$ cat src/rtl/mul_booth_seq_if.sv
// Request/response bundle for the sequential Booth multiplier: operands and
// mode in from the control unit, busy/done status and the HI/LO product out.
interface mul_booth_seq_if #(
   parameter int DATA_WIDTH = 32
);
   logic                  start;
   logic                  sign_md;
   logic [DATA_WIDTH-1:0] Q;
   logic [DATA_WIDTH-1:0] M;
   logic                  busy;
   logic                  done;
   logic [DATA_WIDTH-1:0] HI;
   logic [DATA_WIDTH-1:0] LO;

   modport master (output start, sign_md, Q, M, input busy, done, HI, LO);
   modport slave  (input start, sign_md, Q, M, output busy, done, HI, LO);
endinterface

$ cat src/rtl/mul_booth_seq.sv
// Multi-cycle radix-4 Booth multiplier: one Booth digit retired per clock.
// Optional macro MUL_EARLY_TERM_EN finishes as soon as every remaining digit is zero.
module mul_booth_seq #(
   parameter int DATA_WIDTH = 32,
   parameter int CNT_WIDTH  = $clog2(DATA_WIDTH/2+2)
) (
   input logic          clock,
   input logic          clear,
   mul_booth_seq_if.slave bus
);
   localparam int W  = DATA_WIDTH;
   localparam int N  = W/2 + 1;
   localparam int AW = 2*W + 2;
   localparam int MW = W + 3;

   localparam logic [1:0] IDLE = 2'd0;
   localparam logic [1:0] RUN  = 2'd1;
   localparam logic [1:0] DONE = 2'd2;

   localparam logic [CNT_WIDTH-1:0] LAST_DIGIT = CNT_WIDTH'(N-1);

   logic [1:0]           state;
   logic [CNT_WIDTH-1:0] cnt;
   logic [AW-1:0]        acc;
   logic [AW-1:0]        q_sh;
   logic [MW-1:0]        m_sh;
   logic [AW-1:0]        partial;
   logic [AW-1:0]        acc_next;
   logic [MW-1:0]        m_next;
   logic [W-1:0]         hi;
   logic [W-1:0]         lo;
   logic                 q_sx;
   logic                 m_sx;
   logic                 finish;

   assign q_sx = bus.sign_md & bus.Q[W-1];
   assign m_sx = bus.sign_md & bus.M[W-1];

   // q_sh holds Q_ext << 2i and m_sh[2:0] holds the current Booth triple.
   always_comb begin
      partial = '0;  // NOTE: default assignment first, so no path leaves partial unassigned (no latch)
      case (m_sh[2:0])
         3'b001, 3'b010: partial = q_sh;
         3'b011:         partial = q_sh << 1;
         3'b100:         partial = -(q_sh << 1);
         3'b101, 3'b110: partial = -q_sh;
         default:        partial = '0;
      endcase
   end

   assign acc_next = acc + partial;
   assign m_next   = {{2{m_sh[MW-1]}}, m_sh[MW-1:2]};

`ifdef MUL_EARLY_TERM_EN
   // m_next[0] is the last processed bit; all-equal means every remaining digit is zero.
   assign finish = (cnt == LAST_DIGIT) || (m_next == '0) || (&m_next);
`else
   assign finish = (cnt == LAST_DIGIT);
`endif

   always_ff @(posedge clock) begin
      if (clear) begin
         state <= IDLE;  // NOTE: non-blocking for all sequential state, so every register sees pre-edge values
         cnt   <= '0;
         acc   <= '0;
         q_sh  <= '0;
         m_sh  <= '0;
         hi    <= '0;
         lo    <= '0;
      end else begin
         case (state)
            IDLE: begin
               if (bus.start) begin
                  q_sh  <= {{(W+2){q_sx}}, bus.Q};
                  m_sh  <= {{2{m_sx}}, bus.M, 1'b0};
                  acc   <= '0;
                  cnt   <= '0;
                  state <= RUN;
               end
            end
            RUN: begin
               acc  <= acc_next;
               q_sh <= q_sh << 2;
               m_sh <= m_next;
               cnt  <= cnt + 1'b1;
               if (finish) begin
                  hi    <= acc_next[2*W-1:W];
                  lo    <= acc_next[W-1:0];
                  state <= DONE;
               end
            end
            DONE:    state <= IDLE;
            default: state <= IDLE;
         endcase
      end
   end

   assign bus.busy = (state != IDLE);
   assign bus.done = (state == DONE);
   assign bus.HI   = hi;
   assign bus.LO   = lo;
endmodule

$ cat src/flat_wrapper.sv
// flat-port wrapper written by rule: the top's interface ports become plain ports
module mul_booth_seq_flat 
#(
   parameter int DATA_WIDTH = 32,
   parameter int CNT_WIDTH  = $clog2(DATA_WIDTH/2+2)
)
  (clock, clear, bus_start, bus_sign_md, bus_Q, bus_M, bus_busy, bus_done, bus_HI, bus_LO);
  mul_booth_seq_if #(.DATA_WIDTH(DATA_WIDTH)) bus_i ();
  input logic clock;
  input logic clear;
  input wire logic [$bits(bus_i.start)-1:0] bus_start;
  input wire logic [$bits(bus_i.sign_md)-1:0] bus_sign_md;
  input wire logic [$bits(bus_i.Q)-1:0] bus_Q;
  input wire logic [$bits(bus_i.M)-1:0] bus_M;
  output wire logic [$bits(bus_i.busy)-1:0] bus_busy;
  output wire logic [$bits(bus_i.done)-1:0] bus_done;
  output wire logic [$bits(bus_i.HI)-1:0] bus_HI;
  output wire logic [$bits(bus_i.LO)-1:0] bus_LO;
  assign bus_i.start = bus_start;
  assign bus_i.sign_md = bus_sign_md;
  assign bus_i.Q = bus_Q;
  assign bus_i.M = bus_M;
  assign bus_busy = bus_i.busy;
  assign bus_done = bus_i.done;
  assign bus_HI = bus_i.HI;
  assign bus_LO = bus_i.LO;
  mul_booth_seq #(.DATA_WIDTH(DATA_WIDTH), .CNT_WIDTH(CNT_WIDTH)) u_core (.clock(clock), .clear(clear), .bus(bus_i));
endmodule
$ cat config.mk
export PLATFORM = sky130hd
export DESIGN_NAME = mul_booth_seq_flat
export DESIGN_NICKNAME = d
export VERILOG_FILES = /design/src/rtl/mul_booth_seq_if.sv /design/src/rtl/mul_booth_seq.sv /design/src/flat_wrapper.sv
export SDC_FILE = /design/constraint.sdc
export NUM_CORES = 1
export LEC_CHECK = 0
export ABC_AREA = 0
export CORE_MARGIN = 3
export CORE_UTILIZATION = 30
export CTS_CLUSTER_SIZE = 24
export DETAILED_ROUTE_END_ITERATION = 12
export PLACE_DENSITY = 0.59
export SLEW_MARGIN = 30
export SYNTH_ARGS = -nofsm -noshare
export SYNTH_HDL_FRONTEND = slang
export SYNTH_SLANG_ARGS = --single-unit
$ cat constraint.sdc
create_clock -name clock -period 5.2 [get_ports clock]
set_clock_uncertainty 0.15 [all_clocks]
set_input_delay 1.04 -clock clock [delete_from_list [all_inputs] [get_ports clock]]
set_output_delay 1.04 -clock clock [all_outputs]
set_load 0.02 [all_outputs]
# After elaboration in Yosys (flattened, before gate mapping)

Index checks and enable logic that the tools add are counted.
Widths: inputs -> output; s select.

Register bits after elaboration: 238
Input bits: 68
Logic and storage cells: 47

Add/subtract/negate cells: 4
Equality and inequality tests: 11
Muxes and demuxes: 12
Bitwise logic cells: 3
Reduce and logical (&&, ||, !) cells: 9

Operator list:

| operator            | count |
|---|---|
| $pmux 66 s2         | 2 |
| $pmux 66 s4         | 1 |
| $mux 66             | 2 |
| $neg 66->66         | 2 |
| $pmux 35 s2         | 1 |
| $add 66x66->66      | 1 |
| $mux 35             | 1 |
| $pmux 5 s2          | 1 |
| $eq 3x3->1 const B  | 3 |
| $eq 3x2->1 const B  | 2 |
| $reduce_and 2->1    | 3 |
| $add 5x1->5 const B | 1 |
| $eq 5x5->1 const B  | 1 |
| $mux 5              | 1 |
| $mux 2              | 2 |
| $pmux 2 s2          | 1 |
| $reduce_bool 2->1   | 2 |
| $reduce_or 2->1     | 2 |
| $eq 3x1->1 const B  | 1 |
| $reduce_and 3->1    | 1 |
| $and 1x1->1         | 2 |
| $eq 2x1->1 const B  | 1 |
| $eq 2x2->1 const B  | 1 |
| $logic_not 2->1     | 1 |
| other kinds (3)     | 3 |

# Depth between registers and ports, before layout

Gate-level depths: netlist of run 1.

Depth in word-level cells: 5
Depth in mapped cells: 24
Depth with buffers taken out: 23

# Worst setup path after synthesis of run 1

Ideal clock, no wire load.

Kind: reg-to-reg
Start: register u_core.q_sh[4]
End: register u_core.acc[63]
Setup time: 117 ps
Arrival time: 5216 ps
Data required time: 4933 ps
Path slack: -283 ps
Stages on the path, launching flop included: 25
Clock period less this slack: 5483 ps
Cell sequence: dfxtp_1 -> buf_6 -> or4_4 -> or2_4 -> or3_1 -> clkbuf_1 -> nor2_1 -> nand2_1 -> or4_1 -> and2_1 -> xor2_1 -> a22oi_1 -> o21ai_1 -> ha_1 -> clkbuf_1 -> nand2_1 -> nor2_1 -> a2111oi_0 -> o21ai_0 -> a21oi_1 -> nand3_1 -> a2111oi_0 -> nor2_1 -> xor2_1 -> a22o_1

Longest elaborated chain between the ends: 4

Ends and longest elaborated chain:

| what                                  | line                                     | text |
|---|---|---|
| from (decl)                           | mul_booth_seq.sv:25                      | `logic [AW-1:0] q_sh;` |
| from (signal assigned)                | mul_booth_seq.sv:74                      | `q_sh <= {{(W+2){q_sx}}, bus.Q};` |
| from (signal assigned)                | mul_booth_seq.sv:83                      | `q_sh <= q_sh << 2;` |
| $neg 66->66, on equally long branches | mul_booth_seq.sv:46, mul_booth_seq.sv:45 |  |
| $pmux 66 s4 (*)                       | mul_booth_seq.sv:42                      | `case (m_sh[2:0])` |
| $add 66x66->66 (*)                    | mul_booth_seq.sv:51                      | `assign acc_next = acc + partial;` |
| $pmux 66 s2 (*)                       | mul_booth_seq.sv:71                      | `case (state)` |
| to (signal assigned)                  | mul_booth_seq.sv:82                      | `acc <= acc_next;` |
| to (decl)                             | mul_booth_seq.sv:24                      | `logic [AW-1:0] acc;` |

Mark *: on every way between the ends. The rest lies on a longest branch, timed or not.
A chain may end at the register's enable or synchronous reset.

# Worst setup path in the final report of run 1

Start: register u_core.q_sh[4]
End: register u_core.hi[16] (netlist: u_core.bus.HI[16])

Longest elaborated chain between the ends: 3

Ends and longest elaborated chain:

| what                                  | line                                     | text |
|---|---|---|
| $neg 66->66, on equally long branches | mul_booth_seq.sv:46, mul_booth_seq.sv:45 |  |
| $pmux 66 s4 (*)                       | mul_booth_seq.sv:42                      |  |
| $add 66x66->66 (*)                    | mul_booth_seq.sv:51                      |  |
| to (signal assigned)                  | mul_booth_seq.sv:87                      | `hi <= acc_next[2*W-1:W];` |
| to (decl)                             | mul_booth_seq.sv:30                      | `logic [W-1:0] hi;` |

Marks and branches as above.

==> impl_results.md, run 1 <==
- Run status: complete, but fails checks
- Failing checks: negative setup slack
- Synth Register Bits: 234
- Syn nets: 2,343
- Post-Syn Area per Cell: 7.14 sq um
- Share of post-route cells with drive strength above 1: 19.5%
- Worst setup SP type: register
- Initial Util: 30.5%
- Routed wire length: 57,200 um
- Switch Pwr: 1.99 mW
- Number of I/O pins: 134
- WL per Instance: 18.2 um
- Post-Syn Area: 0.0158 sq mm
- Clk pwr share: 34.2%
- Root Driver: clkbuf_16
- Largest cells by area after synthesis: dfxtp_1 (30%), nand2_1 (7.4%), o21ai_0 (5.9%), a21oi_1 (5.7%), nor2_1 (5.4%)
- Post-DP HPWL: 41,100 um
- CTS Buf Count: 29
- Peak VDD IR: 0.232 mV
- GPL Wtd Cong: 0.904
- Critical Path Sink Type: register
- Crit path DAT: 5590 ps
- Vias in the first global route: 16,053
- Post-synthesis instance total: 2,208
- Utilization after layout: 40.9%
- Port buffer count: 133
- Pins Over Slew Limit: 0
- Sw Ratio: 34.2%
- YS warnings: 0
- Final hold violations: 0
- Die Ht: 235 um
- Site row count: 83
- TNS Setup: -30.2 ps
- Critical path peak fanout: 4
- Post-DRT Antenna Nets: 0
- Combinational Power Share: 31.9%
- Worst path required time: 5570 ps
- Finished Cell Area: 0.0211 sq mm
- CP delay by family, top: simple AND/OR/NAND/NOR gates
- Slowest cell delay on critical path: 570 ps
- Vias/cell: 5.43
- Final hold slack: 303 ps
- Clock Sinks: 234
- CTS Buffer Depth: 3
- Fraction of registers with async set/reset: 0%
- Ant. Diodes: 0
- Internal: 3.81 mW
- Pin count of the biggest net entering global routing: 91
- DP Area: 0.0192 sq mm
- Power density over the cells: 275 mW/mm^2
- Final setup fails: 3
- GR Overflow Total: 0
- Final worst-path cycle share: 100%
- Yosys cell types: 79
- Area of the die: 0.0553 sq mm
- Die width: 235 um
- P_leak: 8.38 nW
- Minimum clock period: 5220 ps
- Layout Area Growth over Synthesis: 33.9%
- Final nets: 2,579
- Core ar.: 0.0516 sq mm
- Hold buffers post-CTS: 0
- Initial drt markers: 1,314
- Slowest cell on the critical path: or4_4
- WP buf/inv: 3
- Post-synth EDFFs: 0
- Clock Latency Late Sink: 580 ps
- Hold Path Class: reg2reg
- Share of the synthesized area in the top cell type: 29.7%
- RSZ-0062 raised after global routing: true
- Synth Flop Type: dfxtp_1
- PnR worst setup slack: -24.3 ps
- DRC violations left: 0
- Max Cap Viol: 0
- Initial antenna violation count: 0
- Top cell type by total area after synthesis: dfxtp_1
- Sequential share of power: 34.0%
- Global-route wire length before repair: 89,300 um
- Crit Path Class: reg2reg
- Worst-margin pin slew: 931 ps
- H-tree depth: 1
- Initial DRT Pass Iterations: 6
- Register area share after synthesis: 29.7%
- DR vias: 17,043
- Slew headroom: 37.8%
- Fmax: 191 MHz
- All-Layer GR Usage: 19.5%
- CTS tree: yes
- CP cell instances: or4_4, buf_6, or2_4, or3_4, nor2_4, nand2_2, or4_4, and2_4, xor2_4, a22oi_2, o21ai_2, ha_4, buf_6, buf_6, nand4_1, or4_4, o21ai_4, a21boi_2, o21a_1, or4_1, nand3_1
- Clock-pin slew on the worst setup and hold paths: 60 ps
==> timing repair <==
| item | in CTS | in global routing |
|---|---|---|
| buffers inserted | 3 | 14 |
| gates cloned | 0 | 0 |
| endpoints found under the setup margin | 38 | 76 |
| resized for setup | 32 | 149 |
| pin swaps | 14 | 49 |
==> cell families (layout without fill, tap and decap cells) <==
| group | count (synthesis) | in the layout | synth area share [%] |
|---|---|---|---|
| xor+xnor | 134 | 134 | 7.44 |
| mux | 3 | 3 | 0.206 |
| fa+ha+maj | 67 | 67 | 5.36 |
| buf+inv | 228 | 481 | 5.62 |
| simple gates | 880 | 880 | 25.8 |
| flops | 234 | 234 | 29.7 |
| compound gates | 662 | 662 | 25.9 |
==> synth_stat cells, types with 8 or more instances <==
master	number
or3_1	27
a221oi_1	11
o21ai_1	8
o21bai_1	14
buf_2	11
nand2_1	310
inv_1	32
a211oi_1	9
a31oi_1	55
or4_1	14
nand4_1	31
clkbuf_1	166
a21o_1	38
nor2_1	228
nor2b_1	16
nor4_1	8
xor2_1	63
nand3_1	92
nor3_1	79
a22oi_1	65
xnor2_1	71
ha_1	66
o21ai_0	186
dfxtp_1	234
buf_1	16
a21oi_1	179
or2_2	8
a22o_1	32
and3_1	10
o211ai_1	9
nand2b_1	17
==> final timing paths <==
path | start | to | slack, ps | depth (start not counted)
max reg2reg | u_core.q_sh[4] | u_core.bus.HI[16] | -20 | 21
min reg2reg | u_core.bus.LO[8] | u_core.bus.LO[8] | 300 | 2
min | u_core.bus.LO[8] | u_core.bus.LO[8] | 300 | 2
max | u_core.q_sh[4] | u_core.bus.HI[16] | -20 | 21
==> per-stage QoR <==
step           power, mW  std cells  worst slack, ps
6_report            5.80       3141            -24.3
5_1_grt             6.09       3141             -179
4_1_cts             5.72       3127            -25.3
3_5_place_dp        3.69       3076             -298
3_3_place_gp        3.66       3075             -268
2_1_floorplan       3.01       2208            -82.7
==> layer usage <==
layer,routed length (um),vias up,track usage (%)
li1,-,8322,-
met1,26500,8157,27.5
met2,25500,489,31.1
met3,3690,75,2.96
met4,1490,0,4.89
met5,0,-,0
==> area by class of cell <==
class	count	area, sq um
clock buffers	39	833
clock inverters	9	86.3
fillers	5288	30500
inverters	32	120
multi-input cells	1746	11100
flip-flops and latches	234	4690
well taps	680	851
repair buffers	401	3400
==> worst min-delay path, cell delays in order (launching register included) <==
cell and delay, ps:
dfxtp_1 300, nand2_1 50, a21oi_1 50
==> layout by cell type (no fill, tap or decap), types with 9 or more instances in the layout <==
cell type,netlist,final
or3_1,27,19
a21oi_2,0,18
o211ai_1,9,9
clkdlybuf4s50_1,0,132
o21ai_0,186,159
a31oi_1,55,51
ha_1,66,58
clkbuf_16,0,29
nor3_1,79,74
a21oi_1,179,159
dfxtp_1,234,232
and3_1,10,10
inv_1,32,31
nand2b_1,17,15
o21ai_1,8,19
nand4_1,31,31
o21ai_2,0,12
a221oi_1,11,10
a22oi_1,65,62
or3_4,3,11
xor2_1,63,60
nand3_1,92,88
xnor2_1,71,64
nor2b_1,16,12
buf_4,0,258
or4_1,14,10
a21o_1,38,38
buf_6,2,9
nand2_1,310,304
a22o_1,32,32
o21bai_1,14,12
nor2_1,228,216
==> registers in the layout (all words and copies together), names as in the netlist <==
| signal | cells |
|---|---|
| u_core.acc | 64 |
| u_core.bus.HI | 32 |
| u_core.bus.LO | 32 |
| u_core.cnt | 5 |
| u_core.m_sh | 35 |
| u_core.q_sh | 64 |
| u_core.state | 2 |
==> power groups by stage <==
stage / Combinational (mW) / Clock [mW] / Sequential, mW
2_1_floorplan: 1.04 / 0 / 1.97
3_3_place_gp: 1.66 / 0 / 2.00
3_5_place_dp: 1.69 / 0 / 2.00
4_1_cts: 1.71 / 2.04 / 1.96
5_1_grt: 2.01 / 2.10 / 1.98
6_report: 1.85 / 1.98 / 1.97
Power figures use the tool's default switching activity.
==> run 2, diff against run 1 <==
--- a/config.mk
+++ b/config.mk
@@ -11,7 +11,6 @@
 export CTS_CLUSTER_SIZE = 24
 export DETAILED_ROUTE_END_ITERATION = 12
 export PLACE_DENSITY = 0.59
-export SLEW_MARGIN = 30
 export SYNTH_ARGS = -nofsm -noshare
 export SYNTH_HDL_FRONTEND = slang
 export SYNTH_SLANG_ARGS = --single-unit
==> impl_results.md, run 2 (synthesized netlist as in run 1, its figures left out) <==
- Run status: complete, but fails checks
- Failing checks: negative setup slack
- Peak VDD IR: 0.244 mV (+4.9%)
- Clock Latency Late Sink: 590 ps (about the same)
- Initial antenna violation count: 1 (+1)
- Hold buffers post-CTS: 0 (unchanged)
- Post-DRT Antenna Nets: 0 (unchanged)
- All-Layer GR Usage: 19.5% (+0.032 points)
- Max Cap Viol: 0 (unchanged)
- Power density over the cells: 281 mW/mm^2 (+2.3%)
- Initial drt markers: 1,295 (-1.4%)
- Final worst-path cycle share: 101% (+0.64 points)
- Routed wire length: 57,400 um (+0.33%)
- Utilization after layout: 40.9% (about the same)
- Clock Sinks: 234 (unchanged)
- Root Driver: clkbuf_16
- Worst setup path start: u_core.q_sh[4]
- Post-Place Cells: 3,075 (-0.033%)
- Worst setup SP type: register
- Most common cell after layout, fill and taps aside: nand2_1
- Reg2reg path depth: 21 (unchanged)
- Post-DP HPWL: 41,000 um (about the same)
- Hold Path Class: reg2reg
- Clock-pin slew on the worst setup and hold paths: 60 ps (about the same)
- Crit Path Class: reg2reg
- Slew headroom: 28.2% (-9.6 points)
- Pin count of the biggest net entering global routing: 96 (+5.5%)
- RSZ-0062 raised after global routing: true
- Die width: 235 um (unchanged)
- Non-Filler Instances: 3,146 (+0.16%)
- Finished Cell Area: 0.0211 sq mm (about the same)
- Dpl ws: -327 ps (-28.9 ps)
- Port buffer count: 133 (unchanged)
- Final setup fails: 7 (+4)
- Critical Path Sink: u_core.bus.HI[16]
- TNS Setup: -141 ps (-111 ps)
- Worst path required time: 5570 ps (about the same)
- Ant. Diodes: 0 (unchanged)
- Initial Util: 30.5% (unchanged)
- DR vias: 17,082 (+0.23%)
- Vias/cell: 5.43 (about the same)
- Vias in the first global route: 16,295 (+1.5%)
- CTS Buf Count: 30 (+3.4%)
- H-tree depth: 1 (unchanged)
- P_leak: 8.36 nW (-0.28%)
- Final hold violations: 0 (unchanged)
- Worst-margin pin slew: 1080 ps (+146 ps)
- Setup slack, reg-to-reg: -60 ps (-30 ps)
- Global-route wire length before repair: 89,500 um (+0.15%)
- Final nets: 2,581 (+0.078%)
- Die Ht: 235 um (unchanged)
- Most frequent cells in the layout: nand2_1 (302), buf_4 (262), dfxtp_1 (232)
- WL per Instance: 18.3 um (+0.17%)
- Reg-to-Reg End: u_core.bus.HI[16]
- Crit path DAT: 5630 ps (+40 ps)
- Filler Cells Inserted: 5,288 (unchanged)
- GPL Wtd Cong: 0.904 (unchanged)
- PnR worst setup slack: -57.6 ps (-33.3 ps)
- Fmax: 190 MHz (-0.63%)
- Number of I/O pins: 134 (unchanged)
- Core ar.: 0.0516 sq mm (unchanged)
- Pins Over Slew Limit: 0 (unchanged)
- GR Overflow Total: 0 (unchanged)
- CTS Buffer Depth: 3 (unchanged)
- Critical path peak fanout: 5 (+1)
- CTS tree: yes
- Site row count: 83 (unchanged)
- Initial DRT Pass Iterations: 5 (-1)
- Layout Area Growth over Synthesis: 33.9% (about the same)
- Critical Path Sink Type: register
- Share of post-route cells with drive strength above 1: 19.7% (+0.24 points)
- DP Area: 0.0192 sq mm (-0.10%)
- Minimum clock period: 5260 ps (+33.3 ps)
- Area of the die: 0.0553 sq mm (unchanged)
- Top flop regs: u_core.acc x64, u_core.q_sh x64, u_core.m_sh x35
- Reg2reg start: u_core.q_sh[4]
- DRC violations left: 0 (unchanged)
run 2: cell count changes in the layout (fill, tap and decap cells not counted), moves of 4 or more:
cell and change:
nor2_2 +5, buf_4 +4, clkbuf_8 -4, nand2_2 +4
nor2_4 -4, o21ai_1 +4, o21ai_2 -4
run 2: what timing repair did:
item | 4_1_cts | 5_1_grt
endpoints found under the setup margin | 43 | 74
gates resized for setup | 44 | 130
pin swaps | 13 | 49
setup buffers | 9 | 10
run 2: area by class of cell:
class                           count  area, sq um  share of cell area [%]
Sequential cell                   234         4690                    22.2
Multi-Input combinational cell   1746        11100                    52.4
Clock buffer                       37          828                    3.92
Inverter                           32          120                   0.569
Tap cell                          680          851                    4.03
Clock inverter                     15          174                   0.824
Timing Repair Buffer              402         3390                    16.0
run 2: per-stage QoR:
step                total power [mW]  hold WS [ps]
finish                          5.93           301
global route                    6.22           321
CTS                             5.87           306
detailed placement              3.69           298
global placement                3.66           288
floorplan                       3.01           279
run 2: worst min path at each step:
stage                       from                 to  slack (ps)  cells after the start
2_1_floorplan    u_core.m_sh[34]    u_core.m_sh[34]         280                      2
3_3_place_gp     u_core.m_sh[34]    u_core.m_sh[34]         290                      2
3_5_place_dp   u_core.bus.HI[10]  u_core.bus.HI[10]         300                      2
4_1_cts        u_core.bus.HI[10]  u_core.bus.HI[10]         310                      2
5_1_grt        u_core.bus.HI[20]  u_core.bus.HI[20]         320                      2
6_report       u_core.bus.HI[10]  u_core.bus.HI[10]         300                      2
run 2: per-layer routing:
layer,vias up,global-route usage (%),routed length (um)
met5,-,0,12
met4,2,5.38,1330
met3,70,3.42,3940
met2,515,31.1,25600
met1,8186,27.1,26500
li1,8309,-,-
run 2: where the power goes:
part	internal [mW]	total [mW]	switching (mW)	leakage (nW)
registers	1.89	1.97	0.0765	1.91
logic	0.752	1.83	1.08	5.97
clock network	1.27	2.13	0.860	0.479
total	3.92	5.93	2.02	8.36
run 2: worst max-delay path, cell delays in order (launching register included):
cell      delay [ps]
dfxtp_2          320
or4_4            550
buf_6            140
or2_4            240
or3_4            370
nor2_4           110
nand2_2           60
or4_4            410
and2_4           180
xor2_2           150
a22oi_1          150
o21ai_1          110
ha_2             400
buf_6            120
buf_6             90
nand4_1          130
or4_4            450
o21ai_4          240
a21boi_2         100
o21a_2           260
or4_1            400
nand3_1           70
